--- src/rtl/norm_share_arbiter_if.sv ---
// norm_share_arbiter_if: bundles the lane request bus, the shared Norm
// connection and the downstream result handshake of norm_share_arbiter.
//   req_*   : per-lane valid/ready request with exp_max, fraction_25, tag
//   norm_*  : registered operands to, and combinational result from, Norm
//   out_*   : result valid/ready handshake with exp, fraction, tag, source
// slave  : arbiter view.  master : environment (lanes, Norm, downstream).
interface norm_share_arbiter_if #(
  parameter int NREQ  = 2,
  parameter int TAG_W = 4,
  parameter int SRC_W = (NREQ > 1) ? $clog2(NREQ) : 1
);
  logic [NREQ-1:0]       req_valid;
  logic [NREQ-1:0]       req_ready;
  logic [NREQ*8-1:0]     req_exp_max;
  logic [NREQ*25-1:0]    req_fraction_25;
  logic [NREQ*TAG_W-1:0] req_tag;
  logic [7:0]            norm_exp_max;
  logic [24:0]           norm_fraction_25;
  logic [7:0]            norm_exp_out;
  logic [22:0]           norm_fraction_out;
  logic                  out_valid;
  logic                  out_ready;
  logic [7:0]            out_exp;
  logic [22:0]           out_fraction;
  logic [TAG_W-1:0]      out_tag;
  logic [SRC_W-1:0]      out_src;

  modport slave (
    input  req_valid, req_exp_max, req_fraction_25, req_tag,
    input  norm_exp_out, norm_fraction_out, out_ready,
    output req_ready, norm_exp_max, norm_fraction_25,
    output out_valid, out_exp, out_fraction, out_tag, out_src
  );

  modport master (
    output req_valid, req_exp_max, req_fraction_25, req_tag,
    output norm_exp_out, norm_fraction_out, out_ready,
    input  req_ready, norm_exp_max, norm_fraction_25,
    input  out_valid, out_exp, out_fraction, out_tag, out_src
  );
endinterface

--- src/rtl/norm_share_arbiter.sv ---
// norm_share_arbiter: round-robin sequencer sharing one combinational Norm
// unit between NREQ adder lanes. One request is latched at a time, Norm
// evaluates it from the input register, and the fixed-up result is held
// on out_* until the downstream handshake completes.
// Ports:
//   clk  : clock, rising edge
//   rst  : synchronous active-high reset
//   bus  : norm_share_arbiter_if.slave (request, Norm and result signals)
module norm_share_arbiter #(
  parameter int NREQ  = 2,
  parameter int TAG_W = 4,
  parameter int SRC_W = (NREQ > 1) ? $clog2(NREQ) : 1
) (
  input  logic                  clk,
  input  logic                  rst,
  norm_share_arbiter_if.slave   bus
);

  typedef enum logic [1:0] {IDLE, EVAL, OUT} state_t;

  localparam logic [SRC_W:0] NREQ_W = (SRC_W+1)'(NREQ);

  state_t           state_q, state_d;
  logic [SRC_W-1:0] last_q, last_d;
  logic [7:0]       exp_q, exp_d;
  logic [24:0]      frac_q, frac_d;
  logic [TAG_W-1:0] tag_q, tag_d;
  logic [SRC_W-1:0] src_q, src_d;
  logic             ovalid_q, ovalid_d;
  logic [7:0]       oexp_q, oexp_d;
  logic [22:0]      ofrac_q, ofrac_d;
  logic [TAG_W-1:0] otag_q, otag_d;
  logic [SRC_W-1:0] osrc_q, osrc_d;

  logic                found;
  logic [SRC_W-1:0]    grant;
  logic [SRC_W:0]      start, sum;
  logic [2*NREQ-1:0]   dbl, shifted;
  logic [NREQ-1:0]     rot;
  logic [7:0]          sel_exp;
  logic [24:0]         sel_frac;
  logic [TAG_W-1:0]    sel_tag;

  // Rotate the valid vector so bit 0 is the lane after last_grant; the
  // doubled copy makes a shift by NREQ identical to a shift by zero.
  always_comb begin
    found   = 1'b0;
    start   = {1'b0, last_q} + (SRC_W+1)'(1);
    sum     = '0;
    dbl     = {bus.req_valid, bus.req_valid};
    shifted = dbl >> start;
    rot     = shifted[NREQ-1:0];
    for (int unsigned i = 0; i < NREQ; i++) begin
      if (!found && rot[i]) begin
        found = 1'b1;
        sum   = start + (SRC_W+1)'(i);
      end
    end
    if (sum >= NREQ_W) sum = sum - NREQ_W;
    grant = sum[SRC_W-1:0];
  end

  always_comb begin
    sel_exp  = '0;
    sel_frac = '0;
    sel_tag  = '0;
    for (int unsigned i = 0; i < NREQ; i++) begin
      if (grant == SRC_W'(i)) begin
        sel_exp  = bus.req_exp_max[i*8 +: 8];
        sel_frac = bus.req_fraction_25[i*25 +: 25];
        sel_tag  = bus.req_tag[i*TAG_W +: TAG_W];
      end
    end
  end

  always_comb begin
    bus.req_ready = '0;
    if (state_q == IDLE && found && !rst) bus.req_ready = NREQ'(1) << grant;
  end

  always_comb begin
    state_d  = state_q;
    last_d   = last_q;
    exp_d    = exp_q;
    frac_d   = frac_q;
    tag_d    = tag_q;
    src_d    = src_q;
    ovalid_d = ovalid_q;
    oexp_d   = oexp_q;
    ofrac_d  = ofrac_q;
    otag_d   = otag_q;
    osrc_d   = osrc_q;
    case (state_q)
      IDLE: begin
        if (found) begin
          exp_d   = sel_exp;
          frac_d  = sel_frac;
          tag_d   = sel_tag;
          src_d   = grant;
          last_d  = grant;
          state_d = EVAL;
        end
      end
      EVAL: begin
        // True zero ignores Norm; an all-ones exponent becomes infinity.
        if (frac_q == '0) begin
          oexp_d  = '0;
          ofrac_d = '0;
        end else if (bus.norm_exp_out == 8'hFF) begin
          oexp_d  = 8'hFF;
          ofrac_d = '0;
        end else begin
          oexp_d  = bus.norm_exp_out;
          ofrac_d = bus.norm_fraction_out;
        end
        otag_d   = tag_q;
        osrc_d   = src_q;
        ovalid_d = 1'b1;
        state_d  = OUT;
      end
      OUT: begin
        if (bus.out_ready) begin
          ovalid_d = 1'b0;
          state_d  = IDLE;
        end
      end
      default: state_d = IDLE;
    endcase
  end

  always_ff @(posedge clk) begin
    if (rst) begin
      state_q  <= IDLE;
      last_q   <= SRC_W'(NREQ-1);
      exp_q    <= '0;
      frac_q   <= '0;
      tag_q    <= '0;
      src_q    <= '0;
      ovalid_q <= 1'b0;
      oexp_q   <= '0;
      ofrac_q  <= '0;
      otag_q   <= '0;
      osrc_q   <= '0;
    end else begin
      state_q  <= state_d;
      last_q   <= last_d;
      exp_q    <= exp_d;
      frac_q   <= frac_d;
      tag_q    <= tag_d;
      src_q    <= src_d;
      ovalid_q <= ovalid_d;
      oexp_q   <= oexp_d;
      ofrac_q  <= ofrac_d;
      otag_q   <= otag_d;
      osrc_q   <= osrc_d;
    end
  end

  assign bus.norm_exp_max     = exp_q;
  assign bus.norm_fraction_25 = frac_q;
  assign bus.out_valid        = ovalid_q;
  assign bus.out_exp          = oexp_q;
  assign bus.out_fraction     = ofrac_q;
  assign bus.out_tag          = otag_q;
  assign bus.out_src          = osrc_q;

endmodule

--- src/flat_wrapper.sv ---
// flat-port wrapper written by rule: the top's interface ports become plain ports
module norm_share_arbiter_flat 
#(
  parameter int NREQ  = 2,
  parameter int TAG_W = 4,
  parameter int SRC_W = (NREQ > 1) ? $clog2(NREQ) : 1
)
  (clk, rst, bus_req_valid, bus_req_exp_max, bus_req_fraction_25, bus_req_tag, bus_norm_exp_out, bus_norm_fraction_out, bus_out_ready, bus_req_ready, bus_norm_exp_max, bus_norm_fraction_25, bus_out_valid, bus_out_exp, bus_out_fraction, bus_out_tag, bus_out_src);
  norm_share_arbiter_if #(.NREQ(NREQ), .TAG_W(TAG_W), .SRC_W(SRC_W)) bus_i ();
  input  logic clk;
  input  logic rst;
  input wire logic [$bits(bus_i.req_valid)-1:0] bus_req_valid;
  input wire logic [$bits(bus_i.req_exp_max)-1:0] bus_req_exp_max;
  input wire logic [$bits(bus_i.req_fraction_25)-1:0] bus_req_fraction_25;
  input wire logic [$bits(bus_i.req_tag)-1:0] bus_req_tag;
  input wire logic [$bits(bus_i.norm_exp_out)-1:0] bus_norm_exp_out;
  input wire logic [$bits(bus_i.norm_fraction_out)-1:0] bus_norm_fraction_out;
  input wire logic [$bits(bus_i.out_ready)-1:0] bus_out_ready;
  output wire logic [$bits(bus_i.req_ready)-1:0] bus_req_ready;
  output wire logic [$bits(bus_i.norm_exp_max)-1:0] bus_norm_exp_max;
  output wire logic [$bits(bus_i.norm_fraction_25)-1:0] bus_norm_fraction_25;
  output wire logic [$bits(bus_i.out_valid)-1:0] bus_out_valid;
  output wire logic [$bits(bus_i.out_exp)-1:0] bus_out_exp;
  output wire logic [$bits(bus_i.out_fraction)-1:0] bus_out_fraction;
  output wire logic [$bits(bus_i.out_tag)-1:0] bus_out_tag;
  output wire logic [$bits(bus_i.out_src)-1:0] bus_out_src;
  assign bus_i.req_valid = bus_req_valid;
  assign bus_i.req_exp_max = bus_req_exp_max;
  assign bus_i.req_fraction_25 = bus_req_fraction_25;
  assign bus_i.req_tag = bus_req_tag;
  assign bus_i.norm_exp_out = bus_norm_exp_out;
  assign bus_i.norm_fraction_out = bus_norm_fraction_out;
  assign bus_i.out_ready = bus_out_ready;
  assign bus_req_ready = bus_i.req_ready;
  assign bus_norm_exp_max = bus_i.norm_exp_max;
  assign bus_norm_fraction_25 = bus_i.norm_fraction_25;
  assign bus_out_valid = bus_i.out_valid;
  assign bus_out_exp = bus_i.out_exp;
  assign bus_out_fraction = bus_i.out_fraction;
  assign bus_out_tag = bus_i.out_tag;
  assign bus_out_src = bus_i.out_src;
  norm_share_arbiter #(.NREQ(NREQ), .TAG_W(TAG_W), .SRC_W(SRC_W)) u_core (.clk(clk), .rst(rst), .bus(bus_i));
endmodule
--- config.mk ---
export PLATFORM = sky130hd
export DESIGN_NAME = norm_share_arbiter_flat
export DESIGN_NICKNAME = d
export VERILOG_FILES = /design/src/rtl/norm_share_arbiter_if.sv /design/src/rtl/norm_share_arbiter.sv /design/src/flat_wrapper.sv
export SDC_FILE = /design/constraint.sdc
export NUM_CORES = 1
export LEC_CHECK = 0
export ABC_AREA = 1
export BUFFER_PORTS_ARGS = -buffer_cell sky130_fd_sc_hd__clkbuf_2
export CAP_MARGIN = 20
export CORE_ASPECT_RATIO = 1.75
export CORE_MARGIN = 8
export CORE_UTILIZATION = 31
export CTS_CLUSTER_SIZE = 8
export DETAILED_ROUTE_END_ITERATION = 10
export PLACE_DENSITY_LB_ADDON = 0.2
export SLEW_MARGIN = 0
export SYNTH_ARGS = -nofsm -noshare
export SYNTH_HDL_FRONTEND = slang
export SYNTH_SLANG_ARGS = --single-unit
--- constraint.sdc ---
create_clock -name clk -period 1.2 [get_ports clk]
set_input_delay 0.12 -clock clk [delete_from_list [all_inputs] [get_ports clk]]
set_output_delay 0.12 -clock clk [all_outputs]
set_load 0.1 [all_outputs]
Yosys cells after proc, flatten, opt, wreduce, memory -nomap -nowiden
Index checks and enable logic that the tools add are counted.

Shift-type cells: 2. $lt $le $gt $ge: 1. Equality and inequality tests: 5. Muxes and demuxes: 18. Reductions and logical operators: 11. Add/subtract/negate cells: 3.

Operators by type and width (number): 23-bit two-way mux (2); 25-bit zero test (1); 25-bit two-way mux (1); 8-bit two-way mux (3); 2-bit two-way mux (5); 8-bit equality test (second input constant) (1); 2-bit one-hot mux with 3 select lines (1); 2-bit AND reduction (3); 1-bit two-way mux (4); 4-bit two-way mux (1); 4-bit by 2-bit >> shifter with 2-bit output (1); 1-bit logical AND (3); 1-bit by 1-bit adder with 2-bit output (second input constant) (1); 2-bit by 1-bit adder with 2-bit output (second input constant) (1); 2-bit by 1-bit equality test with 1-bit output (second input constant) (1); 2-bit equality test (second input constant) (1); 2-bit greater-or-equal comparator (second input constant) (1); 1-bit zero test (2); 2-bit zero test (1); 2-bit by 1-bit inequality test with 1-bit output (second input constant) (1); 2-bit inequality test (second input constant) (1); 1-bit one-hot mux with 2 select lines (1); 2-bit nonzero test (1); 1-bit by 1-bit << shifter with 2-bit output (first input constant) (1); 1-bit subtractor (second input constant) (1).

Output and inout bits: 72. Flip-flop bits (word level): 78. Input port bits: 110.

Longest topological paths before layout
Gate-level depths: netlist of the first run.

Depth in word-level cells: 10. Gate-level depth with buffers: 9. Gate-level depth less buffers: 8.

Worst setup path after synthesis of the first run
Ideal clock, no wire load.

Kind: register -> output. Start: register u_core.state_q[0]. End: output bus_req_ready[0]. Cell stages (with the launch flop): 5. Path slack: -1725 ps. Arrival: 2805 ps. Cells stage by stage: dfxtp_1 > nor3_4 > buf_4 > inv_1 > nor3_1.

Cells in the longest elaborated chain, start to end: 4.

RTL lines: start, declared (RTL line norm_share_arbiter.sv:23) `state_t state_q, state_d;`; start signal, assigned (RTL line norm_share_arbiter.sv:145) `state_q <= state_d;`; 2-bit zero test (RTL line norm_share_arbiter.sv:78) `if (state_q == IDLE && found && !rst) bus.req_ready = NREQ'(1) << grant;`; 1-bit logical AND (2 in a row) (RTL line norm_share_arbiter.sv:78); 2-bit two-way mux (RTL line norm_share_arbiter.sv:78); end, declared (RTL line flat_wrapper.sv:19) `output wire logic [$bits(bus_i.req_ready)-1:0] bus_req_ready;`.

No other way between the ends.

Worst setup path in the final report of the first run
Same ends and word-level chain as after synthesis.

==> results of run 1 <==
-- logic make-up (layout without fill, tap and decap cells) --
group | after synthesis | count (layout)
DFF | 78 | 78
buffers and inverters | 58 | 275
and+or+nand+nor | 205 | 205
AOI/OAI and AO/OA | 144 | 144
-- critical path: cells and delay by family (launching register included) --
family	cells	cell delay [ns]
flip-flops	1	0.35
AND/OR/NAND/NOR	2	0.34
buffers and inverters	3	0.37
-- through the flow --
| step | hold slack [ns] | setup TNS [ns] | cell area (um2) | util (%) |
|---|---|---|---|---|
| finish | 0.02023 | -10.84 | 7111 | 64.04 |
| global route | 0.009803 | -15.21 | 7111 | 64.04 |
| CTS | 0.009773 | -10.77 | 6795 | 61.20 |
| detailed placement | 0.3315 | -4.257 | 6057 | 54.55 |
| global placement | 0.3139 | -4.125 | 6057 | 54.55 |
| floorplan | 0.2115 | -1.957 | 3719 | - |
-- final cells by class --
cell class / instances / area [um2] / area share [%]
repair buffers: 239 / 2716 / 38.20
multi-input cells: 349 / 2145 / 30.16
flip-flops and latches: 78 / 1717 / 24.14
clock buffers: 12 / 257.7 / 3.625
well taps: 132 / 165.2 / 2.323
inverters: 20 / 82.58 / 1.161
clock inverters: 4 / 27.53 / 0.3871
-- sequential cells by signal, summed over array words and instances (netlist names) --
name                         count
u_core.bus.norm_fraction_25     25
u_core.bus.out_src               1
u_core.src_q                     1
u_core.tag_q                     4
u_core.last_q                    1
u_core.bus.out_exp               8
u_core.state_q                   2
u_core.bus.out_fraction         23
u_core.bus.norm_exp_max          8
u_core.bus.out_valid             1
u_core.bus.out_tag               4
-- power groups by stage --
stage | clock network, mW | registers [mW] | logic, mW
after floorplan | 0 | 4.84 | 0.830
after global placement | 0 | 3.17 | 4.17
after detailed placement | 0 | 3.19 | 4.21
after CTS | 2.67 | 3.14 | 4.57
after global routing | 2.80 | 3.17 | 4.89
final | 2.60 | 3.14 | 4.68
-- metal layers --
| layer | wire length [um] | share of wire, % |
|---|---|---|
| met1 | 4992 | 36 |
| met2 | 7445 | 54 |
| met3 | 1069 | 7.8 |
| met4 | 191 | 1.4 |
| met5 | 0 | 0 |
-- synth_stat cells --
| cell | number | share of area (%) |
|---|---|---|
| nor2_1 | 28 | 3.0 |
| nand2_1 | 162 | 17 |
| a21oi_2 | 18 | 4.5 |
| o21ai_1 | 2 | 0.28 |
| inv_1 | 19 | 2.0 |
| nor3_4 | 1 | 0.46 |
| dfxtp_1 | 78 | 44 |
| buf_6 | 2 | 0.64 |
| nand3_1 | 2 | 0.28 |
| buf_12 | 1 | 0.57 |
| buf_2 | 16 | 2.3 |
| clkbuf_1 | 11 | 1.2 |
| nor3_1 | 1 | 0.14 |
| o21ai_0 | 48 | 6.8 |
| buf_4 | 8 | 1.7 |
| a31oi_1 | 37 | 6.6 |
| nand2_2 | 11 | 2.0 |
| a21oi_1 | 38 | 5.4 |
| a211oi_1 | 1 | 0.21 |
| inv_4 | 1 | 0.18 |
-- timing repair --
item	4_1_cts	5_1_grt
setup buffers	9	3
pin swaps	7	12
hold endpoints to repair	1	0
gates cloned	7	1
endpoints found under the setup margin	53	76
hold buffers	1	0
gates resized for setup	50	92
-- path summary, 6_finish.rpt --
| check | from | to | cells after the start |
|---|---|---|---|
| min reg2reg | u_core.bus.out_fraction[13] | u_core.bus.out_fraction[13] | 2 |
| max | u_core.state_q[0] | bus_req_ready[0] | 5 |
| max reg2reg | u_core.bus.norm_fraction_25[22] | u_core.bus.out_fraction[5] | 10 |
| min | bus_req_fraction_25[13] | u_core.bus.norm_fraction_25[13] | 3 |
==> flow_summary.ini, run 1 <==
[final_layout]
layout.nets = 807
antenna_cells = 0
instances_no_fill = 834
fill_cells = 928
layout_commonest_cell = nand2_1
syn2layout_area_growth_pct = 102.4
final_layout_size_suffix_gt1_share_pct = 64.67
layout_common_cells = 126 x nand2_1, 109 x clkbuf_2, 85 x buf_12, 46 x dfxtp_2, 45 x a21oi_2

[grt]
grtUsageMet2_pct = 31.15
grtUsageTotal_pct = 17.46
gr-total-overflow = 0
grt_pass1_vias = 4308
grt_pass1_wl_um = 20870
grt_max_degree = 38
use_met3_pct = 6.139
antenna_found_initial = 0
grt-busiest-layer = met2
grt_use_met1_pct = 18.12

[power]
ir_drop_mv = 1.123
leakagePower_nw = 2.993
sequentialPowerShare_pct = 30.1
p_int_mw = 6.255
p_comb_share_pct = 44.9
clkPwrFrac_pct = 25.0
p_sw_share_pct = 40.00
p_total_mw = 10.43
power_density_mw_per_mm2 = 1466
switching_power_mw = 4.171

[hold_path]
hold_class = primary input to register

[setup_path]
ff2ff_setup_slack_ns = -0.23
critPathSlowestCell = dfxtp_4
cp_cell_sequence = nor3_4 -> buf_12 -> inv_6 -> nor3_4 -> buf_12
critPathKind = register to output port
crit_required_ns = 1.08
startpoint_type = register
slowest_delay_ns = 0.35
arrival_ns = 1.39
path_max_fanout = 4
crit_path_end_kind = output port

[die]
die_y_um = 156.8
core_area_mm2 = 0.01110
start_util_pct = 31.64
dieArea_mm2 = 0.01513
dieWidth_um = 96.48
io_pins = 182
row_count = 51

[flow_run]
cap_violations = 0

[logic_synthesis]
synthXorXnorAreaFrac_pct = 0
synth_area_mm2 = 0.003513
avgSynthCellArea_um2 = 7.244
yosys_register_bits = 78
synth.area.mux_share_pct = 0
synthSimpleGateAreaFrac_pct = 23.15
synth_compound_area_share_pct = 23.82
syn_inst = 485
synth_fp_nets = 595
synth_top_family_by_area = compound AO/OA/AOI/OAI gates
synth_cell_types = 20
yosysSeqAreaShare_pct = 44.44
ys_warn_count = 0
synthAdderAreaFrac_pct = 0

[clock_tree]
insertion_delay_ns = 0.33
htreeDepth = 3
cts_tree = built
cts-buffers-inserted = 9
clkTransAtPathRegs_ns = 0.06
cts_max_path_buffers = 2
numClockSinks = 78
clock-root-buffer = clkbuf_16

[place]
placement.io_buffers = 181
gp_congestion = 0.7599
place_inst = 802
dp_hpwl_um = 9294
pre_cts_slack_ns = -0.1476

[routing]
avgRoutedWirePerCell_um = 16.42
vias_per_cell = 4.963
ant_nets = 0
firstDrtPassIters = 4
drc = 0
wl_um = 13700
vias = 4139
drtIter0Drc = 138

[sta]
finalMaxSlewViolations = 0
post-route-period-util_pct = 126.1
min_period_ns = 1.513
finalSetupViolations = 70
layout_setup_ws_ns = -0.3131
slew_headroom_pct = 69.86
worstMarginPinSlew_ns = 0.4521
hold_viol_final = 0
skew_ns = 0.009091
rsz0062_at_grt = true
fmax_mhz = 660.9

[status]
violations = negative setup slack
outcome = finished, violations left
Power figures use the tool's default switching activity.
==> inputs of run 2 (changes only) <==
- BUFFER_PORTS_ARGS: -buffer_cell sky130_fd_sc_hd__clkbuf_2 -> unset
- CORE_UTILIZATION: 31 -> 30
- DONT_BUFFER_PORTS: unset -> 1
- SKIP_LAST_GASP: unset -> 1
==> run 2 against run 1 <==
Compared with the run above: the flow finishes with violations (negative hold slack, negative setup slack); non-clock buffer count decreased by 58; cell area decreased by 14%; core utilization decreased by 11 points; combinational power decreased by 20%; critical path depth unchanged; routed wire length decreased by 0.32%; die area increased by 2.9%; clock-buffer cell count decreased by 2; register-to-register slack got worse by 0.05 ns; clock skew decreased by 0.0030 ns; sequential share of layout area increased by 3.9 points; total power decreased by 11%; critical path type unchanged; largest power group unchanged.
==> flow_summary.ini, run 2 (same netlist as run 1, synthesis figures left out) <==
[place]
gp_congestion = 0.7694
place_inst = 671
dp_hpwl_um = 8332
placement.io_buffers = 0

[clock_tree]
cts_max_path_buffers = 2
cts-buffers-inserted = 9
postCtsHoldBufs = 82
htreeDepth = 3
cts_tree = built
insertion_delay_ns = 0.33
numClockSinks = 78
clock-root-buffer = clkbuf_16
clkTransAtPathRegs_ns = 0.06

[setup_path]
startpoint_type = register
reg2reg_to = u_core.bus.norm_fraction_25[22]
r2r-start = u_core.state_q[1]
crit_required_ns = 1.08
timing.critical_path.to = bus_req_ready[0]
critPathKind = register to output port
arrival_ns = 1.44
crit_path_end_kind = output port
ff2ff_path_depth = 6
ff2ff_setup_slack_ns = -0.28
path_max_fanout = 4
startpoint = u_core.state_q[1]

[sta]
fmax_mhz = 640.3
slew_headroom_pct = 73.88
hold_viol_final = 27
rsz0062_at_grt = true
finalSetupViolations = 70
min_period_ns = 1.562
finalMaxSlewViolations = 0
post-route-period-util_pct = 130.2
worstMarginPinSlew_ns = 0.3918
layout_setup_ws_ns = -0.3618
skew_ns = 0.006101
holdWs_ns = -0.1481

[power]
power_density_mw_per_mm2 = 1522
ir_drop_mv = 0.7575
p_int_mw = 5.374
switching_power_mw = 3.917
clkPwrFrac_pct = 26.8
p_total_mw = 9.291
sequentialPowerShare_pct = 32.9
leakagePower_nw = 2.468
p_comb_share_pct = 40.4
p_sw_share_pct = 42.16

[routing]
ant_nets = 0
drc = 0
firstDrtPassIters = 4
vias_per_cell = 5.045
drtIter0Drc = 111
vias = 3930
wl_um = 13650
avgRoutedWirePerCell_um = 17.53

[final_layout]
layout.nets = 749
syn2layout_area_growth_pct = 73.72
largest_reg_flops = 25
instances_no_fill = 779
fill_cells = 1049
final_layout_size_suffix_gt1_share_pct = 46.74
antenna_cells = 0
layout_commonest_cell = nand2_1
layout_common_cells = 126 x nand2_1, 82 x dlygate4sd3_1, 80 x buf_4, 48 x a21oi_2, 48 x o21ai_0

[die]
io_pins = 182
dieWidth_um = 97.81
die_y_um = 159.2
dieArea_mm2 = 0.01557
core_area_mm2 = 0.01152
row_count = 52
start_util_pct = 30.51

[grt]
grt_max_degree = 38
antenna_found_initial = 0
grt_pass1_vias = 4249
gr-total-overflow = 0
grtUsageTotal_pct = 17.23
grt_pass1_wl_um = 21530

[flow_run]
cap_violations = 0

[status]
violations = negative hold slack, negative setup slack
outcome = finished, violations left

[hold_path]
hold_class = primary input to register
[run 2: cell count changes in the layout (fill, tap and decap cells not counted), moves of 11 or more]
cell	delta
clkbuf_2	-109
dlygate4sd3_1	+81
buf_12	-71
buf_4	+47
o21ai_0	+11
[run 2: routing by layer]
layer  wire length, um  vias to the layer above  global-route usage (%)  part of all wire, %
met3              1150                       36                   6.130                  8.4
met1              4970                     1797                   16.64                   36
met2              7066                      184                   31.04                   52
met5                 0                        -                       0                    0
li1                  -                     1913                       -                    -
met4               467                        0                   9.136                  3.4
[run 2: power groups by stage]
stage / sequential, mW / clock (mW) / combinational (mW)
global placement: 3.10 / 0 / 3.20
CTS: 3.05 / 2.57 / 3.65
global route: 3.09 / 2.68 / 3.94
detailed placement: 3.11 / 0 / 3.21
finish: 3.05 / 2.49 / 3.75
floorplan: 4.84 / 0 / 0.830
[run 2: worst min path at each step]
stage,startpoint,to,slack (ns),cells past startpoint
2_1_floorplan,bus_out_ready,u_core.bus.out_valid,0.21,1
3_3_place_gp,rst,u_core.bus.out_fraction[6],0.20,1
3_5_place_dp,rst,u_core.bus.out_fraction[0],0.20,1
4_1_cts,rst,u_core.bus.out_fraction[16],-0.16,1
5_1_grt,rst,u_core.bus.out_fraction[18],-0.17,1
6_report,rst,u_core.bus.out_fraction[16],-0.15,1
[run 2: worst max-delay path, stage by stage (launching register included)]
cell and delay, ns:
dfxtp_2 0.34, nor3_4 0.19, buf_12 0.13, inv_4 0.03
nor3_4 0.21, buf_12 0.20
[run 2: final cells by class]
cell class	instances	area, um2	area share [%]
multi-input cells	349	2049	33.58
repair buffers	181	1823	29.87
flip-flops and latches	78	1714	28.09
clock buffers	10	229.0	3.752
well taps	135	168.9	2.768
inverters	20	80.08	1.312
clock inverters	6	38.79	0.6355
[run 2: repair_timing]
item / 4_1_cts / 5_1_grt
pin swaps: 6 / 6
hold endpoints to repair: 72 / 27
resized for setup: 79 / 29
setup endpoints to repair: 42 / 75
cloned: 5 / 2
setup buffers: 7 / 0
[run 2: metrics by stage]
| step | utilization (%) | setup TNS [ns] | cell area (um2) | setup slack, ns |
|---|---|---|---|---|
| after detailed placement | 38.66 | -5.312 | 4452 | -0.1774 |
| after global placement | 38.66 | -5.227 | 4452 | -0.1768 |
| after floorplan | - | -1.957 | 3719 | -0.4019 |
| final | 53.00 | -6.716 | 6103 | -0.3618 |
| after global routing | 53.00 | -13.29 | 6103 | -0.4173 |
| after CTS | 52.43 | -11.17 | 6038 | -0.4032 |
==> inputs of run 3 (changes only) <==
- clock period: 1.2 -> 1.4 ns (I/O delays scaled with it)
==> run 3 against run 2 <==
Compared with the run above: the flow still finishes with violations (negative hold slack, negative setup slack); worst setup slack improved by 0.21 ns; sequential share of layout area increased by 0.77 points; routed wire length decreased by 7.0%.
==> flow_summary.ini, run 3 (same netlist as run 1, synthesis figures left out) <==
[routing]
wl_um = 12700
avgRoutedWirePerCell_um = 16.47
vias = 3829
drtIter0Drc = 155
vias_per_cell = 4.966
firstDrtPassIters = 5
ant_nets = 0
drc = 0

[sta]
skew_ns = 0.006487
min_period_ns = 1.551
hold_viol_final = 27
post-route-period-util_pct = 110.8
finalMaxSlewViolations = 0
setup_tns_ns = -0.1968
fmax_mhz = 644.7
finalSetupViolations = 2
layout_setup_ws_ns = -0.1510
slew_headroom_pct = 73.88
holdWs_ns = -0.1265
worstMarginPinSlew_ns = 0.3918
rsz0062_at_grt = true

[die]
dieWidth_um = 97.81
dieArea_mm2 = 0.01557
io_pins = 182
row_count = 52
core_area_mm2 = 0.01152
start_util_pct = 30.51
die_y_um = 159.2

[setup_path]
startpoint_type = register
crit_path_end_kind = output port
critPathKind = register to output port
path_max_fanout = 4
crit_required_ns = 1.26
arrival_ns = 1.41

[final_layout]
final_layout_size_suffix_gt1_share_pct = 27.24
instances_no_fill = 771
fin_area_mm2 = 0.005550
layout.nets = 740
layout_common_cells = 160 x nand2_1, 82 x dlygate4sd3_1, 74 x buf_4, 52 x dfxtp_1, 48 x o21ai_0
layout_commonest_cell = nand2_1
largest_reg_flops = 25
syn2layout_area_growth_pct = 57.98
post-route-util_pct = 48.20

[status]
outcome = finished, violations left
violations = negative hold slack, negative setup slack

[flow_run]
cap_violations = 0

[clock_tree]
clock-root-buffer = clkbuf_16
cts-buffers-inserted = 9
numClockSinks = 78
cts_tree = built
postCtsHoldBufs = 83
htreeDepth = 3
clkTransAtPathRegs_ns = 0.06
cts_max_path_buffers = 2
insertion_delay_ns = 0.33

[place]
placed_cell_area_mm2 = 0.004315
placement.io_buffers = 0
place_inst = 668
pre_cts_slack_ns = 0.01554
gp_congestion = 0.7554
dp_hpwl_um = 8184

[grt]
grtUsageTotal_pct = 15.55
antenna_found_initial = 1
grt_pass1_vias = 3834
grt_max_degree = 44
grt_pass1_wl_um = 19800
gr-total-overflow = 0

[power]
p_total_mw = 7.966
clkPwrFrac_pct = 30.0
p_sw_share_pct = 40.57
p_int_mw = 4.734
power_density_mw_per_mm2 = 1435
leakagePower_nw = 2.351
ir_drop_mv = 0.7136
switching_power_mw = 3.232
sequentialPowerShare_pct = 32.6
p_comb_share_pct = 37.5

[hold_path]
hold_class = primary input to register
run 3: changes by cell type in the layout (fill, tap and decap cells not counted), moves of 2 or more:
cell / delta
a21oi_1: +30
nand2_2: -4
nand2_4: -30
inv_2: -9
a21oi_2: -30
nand2_1: +34
buf_12: -3
clkbuf_8: +2
dfxtp_2: -24
dfxtp_4: -22
dfxtp_1: +46
buf_4: -6
inv_1: +9
run 3: worst paths after layout:
path / to / start / slack, ns / depth (start not counted)
setup / recovery: bus_req_ready[0] / u_core.state_q[1] / -0.15 / 5
hold reg to reg: u_core.src_q / u_core.src_q / 0.46 / 2
setup reg to reg: u_core.bus.norm_fraction_25[11] / u_core.last_q / 0.08 / 5
hold / removal: u_core.bus.out_fraction[15] / rst / -0.13 / 1
run 3: what timing repair did:
| action | 4_1_cts | 5_1_grt |
|---|---|---|
| pin swaps | 1 | 0 |
| buffers inserted | 2 | 0 |
| endpoints found under the setup margin | 2 | 42 |
| gates resized for setup | 2 | 5 |
| endpoints found under the hold margin | 72 | 27 |
| gates cloned | 0 | 3 |
run 3: worst max-delay path, cell delays in order, from the launching register on:
cell and delay (ns):
dfxtp_2 0.33, nor3_4 0.18, buf_6 0.14, inv_4 0.04, nor3_4 0.19, buf_12 0.20
run 3: power by group through the flow:
stage | sequential [mW] | clock [mW] | combinational, mW
final | 2.59 | 2.39 | 2.99
after CTS | 2.59 | 2.48 | 2.93
after floorplan | 4.10 | 0 | 0.709
after detailed placement | 2.64 | 0 | 2.72
after global routing | 2.62 | 2.58 | 3.14
after global placement | 2.63 | 0 | 2.71
run 3: per-layer routing:
| layer | part of all wire, % | global-route usage, % | up-vias |
|---|---|---|---|
| met5 | 0 | 0 | - |
| met2 | 50 | 26.93 | 165 |
| li1 | - | - | 1886 |
| met4 | 1.2 | 5.068 | 0 |
| met3 | 9.5 | 6.349 | 11 |
| met1 | 39 | 16.59 | 1767 |
run 3: area by class of cell:
cell class / instances / area, um2
Fill cell: 1098 / 5966
Multi-Input combinational cell: 349 / 1694
Timing Repair Buffer: 172 / 1694
Sequential cell: 78 / 1602
Clock buffer: 11 / 252.7
Tap cell: 135 / 168.9
Inverter: 20 / 80.08
Clock inverter: 5 / 56.30
Antenna cell: 1 / 2.502
